## config.mk

```make
export PLATFORM = sky130hd
export DESIGN_NAME = uart_receiver
export DESIGN_NICKNAME = d
export VERILOG_FILES = /design/src/rtl/uart_receiver.sv
export SDC_FILE = /design/constraint.sdc
export NUM_CORES = 1
export LEC_CHECK = 0
export BUFFER_PORTS_ARGS = -buffer_cell sky130_fd_sc_hd__buf_4
export CAP_MARGIN = 20
export CORE_MARGIN = 2
export CORE_UTILIZATION = 37
export CTS_BUF_LIST = sky130_fd_sc_hd__clkbuf_4
export CTS_CLUSTER_SIZE = 16
export DETAILED_ROUTE_END_ITERATION = 6
export GPL_TIMING_DRIVEN = 0
export PLACE_DENSITY = 0.62
export SYNTH_ARGS = -nofsm -noshare
export SYNTH_HDL_FRONTEND = slang
export SYNTH_SLANG_ARGS = --single-unit
```

## constraint.sdc

```tcl
create_clock -name clk_100MHz -period 2.45 [get_ports clk_100MHz]
set_clock_uncertainty 0.05 [all_clocks]
set_input_delay 0 -clock clk_100MHz [delete_from_list [all_inputs] [get_ports clk_100MHz]]
set_output_delay 0 -clock clk_100MHz [all_outputs]
set_load 0.05 [all_outputs]
```

## src/rtl/uart_receiver.sv

```systemverilog
// UART receive path: 16x oversampled start/data/parity/stop recovery.
// Delivers each completed frame with a single-cycle rx_done strobe.
module uart_receiver #(
  parameter int DBITS   = 8,
  parameter int SB_TICK = 16,
  parameter int PARITY  = 0
) (
  input  logic             clk_100MHz,
  input  logic             reset,
  input  logic             rx,
  input  logic             sample_tick,
  output logic [DBITS-1:0] data_out,
  output logic             rx_done,
  output logic             parity_err,
  output logic             frame_err
);

  typedef enum logic [2:0] {
    ST_IDLE   = 3'd0,
    ST_START  = 3'd1,
    ST_DATA   = 3'd2,
    ST_PARITY = 3'd3,
    ST_STOP   = 3'd4
  } state_t;

  localparam logic [1:0] PMODE     = 2'(PARITY);
  localparam logic [4:0] TICK_MID  = 5'd7;
  localparam logic [4:0] TICK_LAST = 5'd15;
  localparam logic [4:0] TICK_STOP = 5'(SB_TICK - 1);
  localparam logic [2:0] LAST_BIT  = 3'(DBITS - 1);

  // Even parity flags an odd number of ones across word+parity; odd parity the reverse.
  function automatic logic parity_error(input logic [DBITS-1:0] word, input logic pbit);
    logic result;
    case (PMODE)
      2'd1:    result = ^{word, pbit};
      2'd2:    result = ~^{word, pbit};
      default: result = 1'b0;
    endcase
    return result;
  endfunction

  logic             sync_meta;
  logic             rx_s;
  logic             rx_prev;
  state_t           state;
  logic [4:0]       tick;
  logic [2:0]       nbits;
  logic [DBITS-1:0] shreg;
  logic             par_bit;

  // Two-flop synchroniser plus one delayed copy for start-edge detection.
  always_ff @(posedge clk_100MHz or posedge reset) begin
    if (reset) begin
      sync_meta <= 1'b1;
      rx_s      <= 1'b1;
      rx_prev   <= 1'b1;
    end else begin
      sync_meta <= rx;
      rx_s      <= sync_meta;
      rx_prev   <= rx_s;
    end
  end

  // Frame FSM with registered word, error flags and done strobe.
  always_ff @(posedge clk_100MHz or posedge reset) begin
    if (reset) begin
      state      <= ST_IDLE;
      tick       <= 5'd0;
      nbits      <= 3'd0;
      shreg      <= '0;
      par_bit    <= 1'b0;
      data_out   <= '0;
      rx_done    <= 1'b0;
      parity_err <= 1'b0;
      frame_err  <= 1'b0;
    end else begin
      rx_done <= 1'b0;
      case (state)
        ST_IDLE: begin
          // Edge-triggered entry: a line held low (break) never restarts a frame.
          if (rx_prev && !rx_s) begin
            state <= ST_START;
            tick  <= 5'd0;
          end
        end

        ST_START: begin
          if (sample_tick) begin
            if (tick == TICK_MID) begin
              tick <= 5'd0;
              if (!rx_s) begin
                state <= ST_DATA;
                nbits <= 3'd0;
              end else begin
                state <= ST_IDLE;
              end
            end else begin
              tick <= tick + 5'd1;
            end
          end
        end

        ST_DATA: begin
          if (sample_tick) begin
            if (tick == TICK_LAST) begin
              tick  <= 5'd0;
              shreg <= {rx_s, shreg[DBITS-1:1]};
              if (nbits == LAST_BIT) begin
                state <= (PMODE != 2'd0) ? ST_PARITY : ST_STOP;
              end else begin
                nbits <= nbits + 3'd1;
              end
            end else begin
              tick <= tick + 5'd1;
            end
          end
        end

        ST_PARITY: begin
          if (sample_tick) begin
            if (tick == TICK_LAST) begin
              tick    <= 5'd0;
              par_bit <= rx_s;
              state   <= ST_STOP;
            end else begin
              tick <= tick + 5'd1;
            end
          end
        end

        ST_STOP: begin
          if (sample_tick) begin
            if (tick == TICK_STOP) begin
              // Errored frames are still delivered; the consumer decides.
              data_out   <= shreg;
              frame_err  <= ~rx_s;
              parity_err <= parity_error(shreg, par_bit);
              rx_done    <= 1'b1;
              tick       <= 5'd0;
              state      <= ST_IDLE;
            end else begin
              tick <= tick + 5'd1;
            end
          end
        end

        default: begin
          state <= ST_IDLE;
          tick  <= 5'd0;
        end
      endcase
    end
  end

endmodule

```

### After elaboration in Yosys (flattened, before gate mapping)

Cells that the tools add are included.

* output and inout port bits: 11
* logic and storage cells: 71
* flip-flop bits (word level): 32
* memories: 0
* bits in latches: 0
* input bits: 4
* bits in read-only memories: 0
* RAM bits: 0

* reduce and logical (&&, ||, !) cells: 10
* bitwise logic cells: 1
* multipliers: 0
* equality and inequality tests: 20
* add/subtract/negate cells: 2
* order comparisons: 0
* divide/modulo/power cells: 0
* mux-type cells: 28
* shifts and indexed selects: 0

Operators with widths (count)
* $mux W3: 16
* $mux W5: 5
* $ne A2 B2 Y1 const B: 12
* $pmux W3 S5: 1
* $pmux W5 S3: 1
* $reduce_and A10 Y1: 1
* $reduce_and A3 Y1: 3
* $reduce_and A7 Y1: 1
* $eq A3 B2 Y1 const B: 2
* $eq A3 B3 Y1 const B: 2
* $pmux W3 S2: 1
* $add A5 B1 Y5 const B: 1
* $eq A5 B3 Y1 const B: 1
* $eq A5 B4 Y1 const B: 1
* $add A3 B1 Y3 const B: 1
* $eq A3 B1 Y1 const B: 1
* $logic_not A3 Y1: 1
* $mux W1: 3
* $reduce_or A3 Y1: 1
* $mux W2: 1
* $ne A2 B1 Y1 const B: 1
* $reduce_bool A2 Y1: 1
* $logic_and A1 B1 Y1: 1
* $logic_not A1 Y1: 1
* $not A1 Y1: 1

### Depth between registers and ports, before layout

Gate-level depths: netlist of run 1.

* depth in word-level cells: 5
* gate-level depth with buffers: 7
* gate-level depth less buffers: 6

### Worst setup path after synthesis of run 1

Ideal clock, no wire load.

* kind: register to register
* start point: register nbits[0]
* end point: register nbits[0]
* stages on the path, launching flop included: 7
* data required time: 2275 ps
* arrival: 1724 ps
* setup slack: 551 ps
* period minus slack after synthesis: 1899 ps
* path buffers: 0
* setup time: 125 ps
* path through: dfrtp_1 > ha_1 > ha_1 > nor2_1 > a21oi_1 > or4_4 > mux2_4

* cells in the longest elaborated chain, start to end: 5
* elaborated cells between the ends (all ways): 8
* those cells by class: add/sub (1); eq/ne (2); mux (4); reduce/logical (1)

RTL lines
* start, declared: RTL line 48 `logic [2:0] nbits;`
* start signal, assigned: RTL line 112 `nbits <= nbits + 3'd1;`
* $add A3 B1 Y3: RTL line 112
* $mux W3: RTL line 109 `if (nbits == LAST_BIT) begin`
* $mux W3: RTL line 106 `if (tick == TICK_LAST) begin`
* $mux W3: RTL line 105 `if (sample_tick) begin`
* $pmux W3 S2: RTL line 79 `case (state)`

Parallel ways exist; a longest one is shown, timed or not. The select of a mux whose other input is x is not followed.
A chain may end at the register's enable or synchronous reset.

### Worst setup path in the final report of run 1

Same ends and word-level chain as after synthesis.

==> results by group, run 1 <==
Outcome
  – Status: complete, no violations

CTS
  – Root buf cell: clkbuf_4
  – CTS clk-pin slew, worst paths: 0.10 ns
  – CTS tree: done
  – Clk Latency, worst-skew pair: 0.33 ns
  – H-tree depth: 2
  – Clock Path Buffers: 2
  – Post-CTS Resized: 0
  – Post-CTS Setup Inserts: 0
  – CTS Sinks: 32
  – TritonCTS Buffers: 5

STA
  – Final worst path period share: 0.8322
  – RSZ-0062 raised after global routing: false
  – Worst relative slew slack: 0.6473
  – Final-report hold violation count: 0
  – Setup_tns: 0 ns
  – Slew of the pin with the lowest slew margin: between 0.5 and 0.6 ns
  – Final setup fails: 0
  – Final max-slew violation count: 0
  – Max Freq: between 400 and 500 MHz
  – Fin crit period: between 2 and 2.5 ns

GRT
  – Remaining Overflow, GRT: 0
  – All-Layer GR Usage: 0.1362
  – First-pass GRT wire length: roughly 4500 um
  – Antenna violations before repair: 0
  – Largest net degree at the start of global routing: 22
  – Number of global-route vias before repair: between 900 and 1000

Yosys
  – FFs w/ async S/R, synth: 1.000
  – Syn avg cell area: about 12 um^2
  – Mux cell area share after synthesis: 0.1494
  – Mapped cell area: around 0.0015 mm^2
  – XOR/XNOR Fraction of Synth Area: 0.01202
  – Post-synthesis compound-gate area fraction: 0.07639
  – Ys flop type: dfrtp_1
  – Syn nets: 130
  – Post-synthesis adder-cell area fraction: 0.03433
  – Cell accounting for the most synthesized area: dfrtp_1
  – Distinct cells, synth: 37
  – Largest family of logic cells by synthesized area: multiplexers
  – Sequential area share after synthesis: 0.5519
  – Synth top area share: 0.4979
  – Yosys reg bits: 32
  – Post-Syn Instances: approximately 120
  – Area contributors post-synth: dfrtp_1, mux2_1, dfstp_2
  – Post-synth EDFFs: 0
  – Syn. warnings: 0
  – Post-Synth Simple-Gate Area: 0.1433

Layout
  – Share of layout cells above drive strength 1: 0.2808
  – Fin nets: ~150
  – Post-layout util: 0.4626
  – Antenna diodes: 0
  – Layout overhead on the synthesized area: 17.94%

Critical path
  – Crit path buf inv count: 0
  – Worst reg-to-reg path cell count: 6
  – Slowest cell on the critical path: or4_4
  – Worst Setup Start Kind: register
  – RR Endpoint: nbits[0]
  – Worst setup EP type: register
  – Critical R2R Launch: nbits[0]
  – Worst-path cell chain: ha_1 -> ha_1 -> nor2_1 -> a21oi_1 -> or4_4 -> mux2_4
  – CP arrival: between 2 and 2.5 ns
  – Cell count along the critical path: 6
  – Max incr delay on CP: 0.54 ns
  – Crit path kind: reg -> reg
  – Critical Path Most Common Cell: ha_1
  – Critical Path Start: nbits[0]
  – Largest fanout on the critical path: 3
  – Worst EP required: ~2.6 ns
  – Reg2reg setup slack: approximately 0.4 ns
  – Worst setup endpoint: nbits[0]
  – CP delay by family, top: simple AND/OR/NAND/NOR gates

Flow run
  – Max Cap Viol: 0

Die
  – IO Count: 15
  – Die area: roughly 0.0045 mm^2
  – Initial Util: 0.3923
  – Std cell rows: 22
  – Core area: around 0.0037 mm^2
  – Die height: between 60 and 70 um
  – Die width: around 67 um

Routing
  – DRC Markers: 0
  – Vias/cell: between 4 and 5
  – Routed vias: 960
  – First-pass DRT Iterations: 4
  – Wire per inst: around 13 um
  – DR iter-0 viols: 42
  – Total Wirelength: between 2000 and 2500 um
  – Post-route ant nets: 0

Place
  – IO Port Bufs: 13
  – GP Congestion: roughly 0.8
  – HPWL after DPL: roughly 1800 um

Worst hold path
  – Hold/Removal Path Class: in -> reg

Power
  – PwrDens: roughly 830 mW/mm^2
  – Max VDD drop: between 0.0003 and 0.0004 V
  – Static leakage: 0.8724 nW
metal layers:
| layer | wire (um) | vias up | share of wire | GRT usage |
|---|---|---|---|---|
| met2 | 1185 | 17 | 0.48 | 0.2188 |
| met3 | 97 | 6 | 0.040 | 0.04561 |
| li1 | - | 474 | - | - |
| met1 | 1120 | 463 | 0.46 | 0.1685 |
| met4 | 47 | 0 | 0.019 | 0.05357 |
| met5 | 0 | - | 0 | 0 |
timing repair:
item | in CTS | in global routing
setup endpoints to repair | 0 | 0
hold buffers | 2 | 0
hold endpoints to repair | 12 | 0
Yosys cell counts (2+ instances only):
cell type	instances
ha_1	4
mux2_1	13
nand3_1	3
a21oi_1	4
nor3_1	3
nand2b_1	2
a22o_1	3
buf_2	5
inv_1	3
o21ai_1	3
dfrtp_1	29
nor2_1	10
o21ai_0	2
dfstp_2	3
nand2_1	9
mux2_2	5
registers in the layout (all words and copies together), names as in the netlist:
name and count:
rx_prev 1, frame_err 1, nbits 3, rx_done 1, rx_s 1, shreg 8, tick 5, state 3
sync_meta 1, data_out 8
cell type report:
type,instances,area [um^2]
sequential,32,804.5
inverter,3,11.26
tap,48,60.06
fill,369,1997
multi-input combinational,81,609.3
clock inverter,2,11.26
buffer,6,32.53
timing repair buffer,16,145.1
clock buffer,6,45.04
worst min-delay path by stage:
| stage | slack (ns) | end | start | cells after the start |
|---|---|---|---|---|
| floorplan | -0.05 | sync_meta | rx | 0 |
| global placement | 0.06 | sync_meta | rx | 1 |
| detailed placement | 0.02 | rx_done | reset | 2 |
| CTS | 0.15 | data_out[7] | sample_tick | 5 |
| global route | 0.20 | data_out[7] | sample_tick | 5 |
| finish | 0.17 | data_out[7] | sample_tick | 5 |
logic make-up after synthesis:
| family | after synthesis |
|---|---|
| AND/OR/NAND/NOR | 38 |
| adder cells (fa/ha/maj) | 4 |
| XOR/XNOR | 2 |
| flip-flops | 32 |
| buffers and inverters | 9 |
| multiplexers | 19 |
| AO/OA/AOI/OAI | 17 |
| other | 1 |
tightest hold or removal path, delay by kind of cell:
kind,cells,cell delay (ns)
simple gates,3,0.23
mux,1,0.15
buf+inv,1,0.13
stage by stage:
step	setup WS (ns)	std cells	total power [mW]	area, um^2	hold slack [ns]
5_1_grt	0.3113	194	1.552	1719	0.2047
6_report	0.4110	194	1.423	1719	0.1731
3_3_place_gp	0.4776	183	1.112	1615	0.05857
4_1_cts	0.4142	194	1.447	1719	0.1547
3_5_place_dp	0.4397	184	1.141	1643	0.02457
2_1_floorplan	0.5507	122	1.039	1458	-0.04552
power by group:
group / leakage, nW / switching (mW) / internal (mW)
logic: 0.413 / 0.292 / 0.215
registers: 0.430 / 0.0440 / 0.582
clock network: 0.0293 / 0.171 / 0.120
total: 0.872 / 0.507 / 0.916
placed cells by master (no fill, tap or decap), drive strengths merged, types with 2 or more instances in the layout:
| master | n |
|---|---|
| nand2b | 3 |
| nand2 | 9 |
| ha | 4 |
| dfrtp | 29 |
| nand3b | 2 |
| mux2 | 19 |
| buf | 20 |
| a22o | 3 |
| o21ai | 6 |
| a21oi | 4 |
| dlygate4sd3 | 2 |
| dfstp | 3 |
| nand3 | 3 |
| nor3 | 3 |
| clkbuf | 6 |
| inv | 3 |
| nor2 | 11 |
No activity file was read; power rests on OpenSTA's default activity.
==> run 2, diff against run 1 <==
clock period = 1.9 ns   (was 2.45 ns; I/O delays follow)
==> run 2 against run 1 <==
  * Maximum frequency up 7.6%
  * Count of clock-buffer cells in the layout unchanged
  * First-iteration DRC count down 29%
  * Via count up 3.8%
  * Hold slack worse by 0.0052 ns
  * Sequential share of layout area down 2.8 points
  * Utilization up 3.0 points
  * Critical endpoint unchanged
  * Highest routed layer unchanged
==> results by group, run 2 (same netlist as run 1, synthesis figures left out) <==
Die
  – Die area: 0.004458 mm^2 (unchanged)
  – Core area: 0.003716 mm^2 (unchanged)
  – Std cell rows: 22 (unchanged)
  – Die height: 66.77 um (unchanged)
  – IO Count: 15 (unchanged)
  – Initial Util: 0.3923 (unchanged)
  – Die width: 66.77 um (unchanged)

Routing
  – DR iter-0 viols: 30 (-29%)
  – DRC Markers: 0 (unchanged)
  – Total Wirelength: 2641 um (+7.8%)
  – First-pass DRT Iterations: 4 (unchanged)
  – Wire per inst: 13.07 um (+3.5%)
  – Vias/cell: 4.931 (-0.36%)
  – Post-route ant nets: 0 (unchanged)
  – Routed vias: 996 (+3.8%)

STA
  – Worst setup margin: 0.004997 ns (-0.4060 ns)
  – Final max-slew violation count: 0 (unchanged)
  – Hold Slack: 0.1679 ns (-0.005198 ns)
  – Worst relative slew slack: 0.6471 (about the same)
  – Slew of the pin with the lowest slew margin: 0.5288 ns (+0.0003206 ns)
  – RSZ-0062 raised after global routing: true
  – Final-report hold violation count: 0 (unchanged)
  – Max Freq: 527.7 MHz (+7.6%)
  – Fin crit period: 1.895 ns (-0.1440 ns)
  – Final setup fails: 0 (unchanged)
  – Final worst path period share: 0.9974 (+0.1651)
  – Setup_tns: 0 ns (unchanged)

Critical path
  – Max incr delay on CP: 0.54 ns (about the same)
  – CP delay by family, top: simple AND/OR/NAND/NOR gates
  – Crit path buf inv count: 0 (unchanged)
  – CP arrival: 2.07 ns (-0.14 ns)
  – Worst-path cell chain: ha_2 -> ha_4 -> nor2_4 -> a21oi_2 -> or4_4 -> mux2_4
  – Worst reg-to-reg path cell count: 6 (unchanged)
  – Cell count along the critical path: 6 (unchanged)
  – Crit path kind: reg -> reg
  – Largest fanout on the critical path: 3 (unchanged)
  – Slowest cell on the critical path: or4_4
  – Worst Setup Start Kind: register
  – Worst EP required: 2.07 ns (-0.55 ns)
  – Worst setup EP type: register

Flow run
  – Max Cap Viol: 0 (unchanged)

GRT
  – Met3 GRT Util: 0.05236 (+0.006757)
  – Remaining Overflow, GRT: 0 (unchanged)
  – Number of global-route vias before repair: 1027 (+4.2%)
  – M1 GR Usage: 0.1674 (-0.001080)
  – All-Layer GR Usage: 0.1402 (+0.003954)
  – M2 GR Usage: 0.2250 (+0.006250)
  – Most Crowded Layer GR: met2
  – Largest net degree at the start of global routing: 22 (unchanged)
  – First-pass GRT wire length: 4581 um (+2.5%)
  – Antenna violations before repair: 0 (unchanged)

Layout
  – Fin nets: 161 (+5.2%)
  – Most common cell after layout, fill and taps aside: dfrtp_1
  – Non-Filler Instances: 202 (+4.1%)
  – Most frequent cells in the layout: dfrtp_1, buf_4, mux2_1
  – Design area: 0.001831 mm^2 (+6.5%)
  – Biggest regs: data_out: 8 flops, shreg: 8 flops, tick: 5 flops
  – Layout overhead on the synthesized area: 25.58%
  – Antenna diodes: 0 (unchanged)
  – Share of layout cells above drive strength 1: 0.3701 (+0.08931)

CTS
  – Clock Path Buffers: 2 (unchanged)
  – CTS tree: done
  – CTS Sinks: 32 (unchanged)
  – Root buf cell: clkbuf_4
  – H-tree depth: 2 (unchanged)
  – TritonCTS Buffers: 5 (unchanged)
  – CTS clk-pin slew, worst paths: 0.10 ns (about the same)
  – Clk Latency, worst-skew pair: 0.32 ns (about the same)

Worst hold path
  – Hold/Removal Path Class: in -> reg
  – Hold path depth: 5 (unchanged)

Place
  – GP Congestion: 0.8003 (unchanged)
  – Worst slack at placement: -0.1103 ns (-0.5500 ns)
  – HPWL after DPL: 1779 um (unchanged)
  – Placed cells: 184 (unchanged)
  – Cell Area, Placed: 0.001643 mm^2 (unchanged)
  – IO Port Bufs: 13 (unchanged)

Power
  – PwrDens: 1098 mW/mm^2 (+33%)
  – Max VDD drop: 0.0004431 V (+42%)
  – Static leakage: 0.9116 nW (+4.5%)

Outcome
  – Status: complete, no violations
[run 2: timing repair]
action / in CTS / in global routing
pin swaps: 2 / 2
hold buffers: 2 / 0
setup buffers: 8 / 0
resized for setup: 5 / 6
setup endpoints to repair: 3 / 5
endpoints found under the hold margin: 12 / 0
[run 2: final cells by class]
| cell class | instances | area (um^2) |
|---|---|---|
| multi-input cells | 81 | 660.6 |
| clock inverters | 2 | 11.26 |
| clock buffers | 6 | 45.04 |
| repair buffers | 24 | 205.2 |
| flip-flops and latches | 32 | 804.5 |
| well taps | 48 | 60.06 |
| plain buffers | 6 | 32.53 |
| fillers | 346 | 1886 |
| inverters | 3 | 11.26 |
[run 2: routing by layer]
metal	wire length [um]	vias up
li1	-	487
met1	1178	491
met2	1329	13
met3	83	5
met4	48	0
met5	0	-
[run 2: worst min-delay path: cells and delay by family]
kind	cells	cell delay, ns
simple gates	3	0.22
buf+inv	1	0.13
mux	1	0.16
[run 2: path summary, 6_finish.rpt]
path | from | to | slack [ns]
min in group asynchronous | reset | rx_done | 0.22
worst min-delay path | sample_tick | data_out[7] | 0.17
worst max-delay path | nbits[1] | nbits[0] | 0.005
max in group asynchronous | reset | rx_prev | 1.01
worst min register to register | sync_meta | rx_s | 0.31
worst max register to register | nbits[1] | nbits[0] | 0.005
[run 2: per-stage QoR]
step | total power [mW] | util
after floorplan | 1.340 | -
after global placement | 1.434 | 0.4347
after detailed placement | 1.471 | 0.4421
after CTS | 1.958 | 0.4822
after global routing | 2.173 | 0.4926
final | 2.010 | 0.4926
[run 2: power breakdown]
| group | total, mW | switching (mW) | internal, mW |
|---|---|---|---|
| logic | 0.812 | 0.427 | 0.385 |
| clock network | 0.379 | 0.224 | 0.155 |
| registers | 0.819 | 0.0694 | 0.750 |
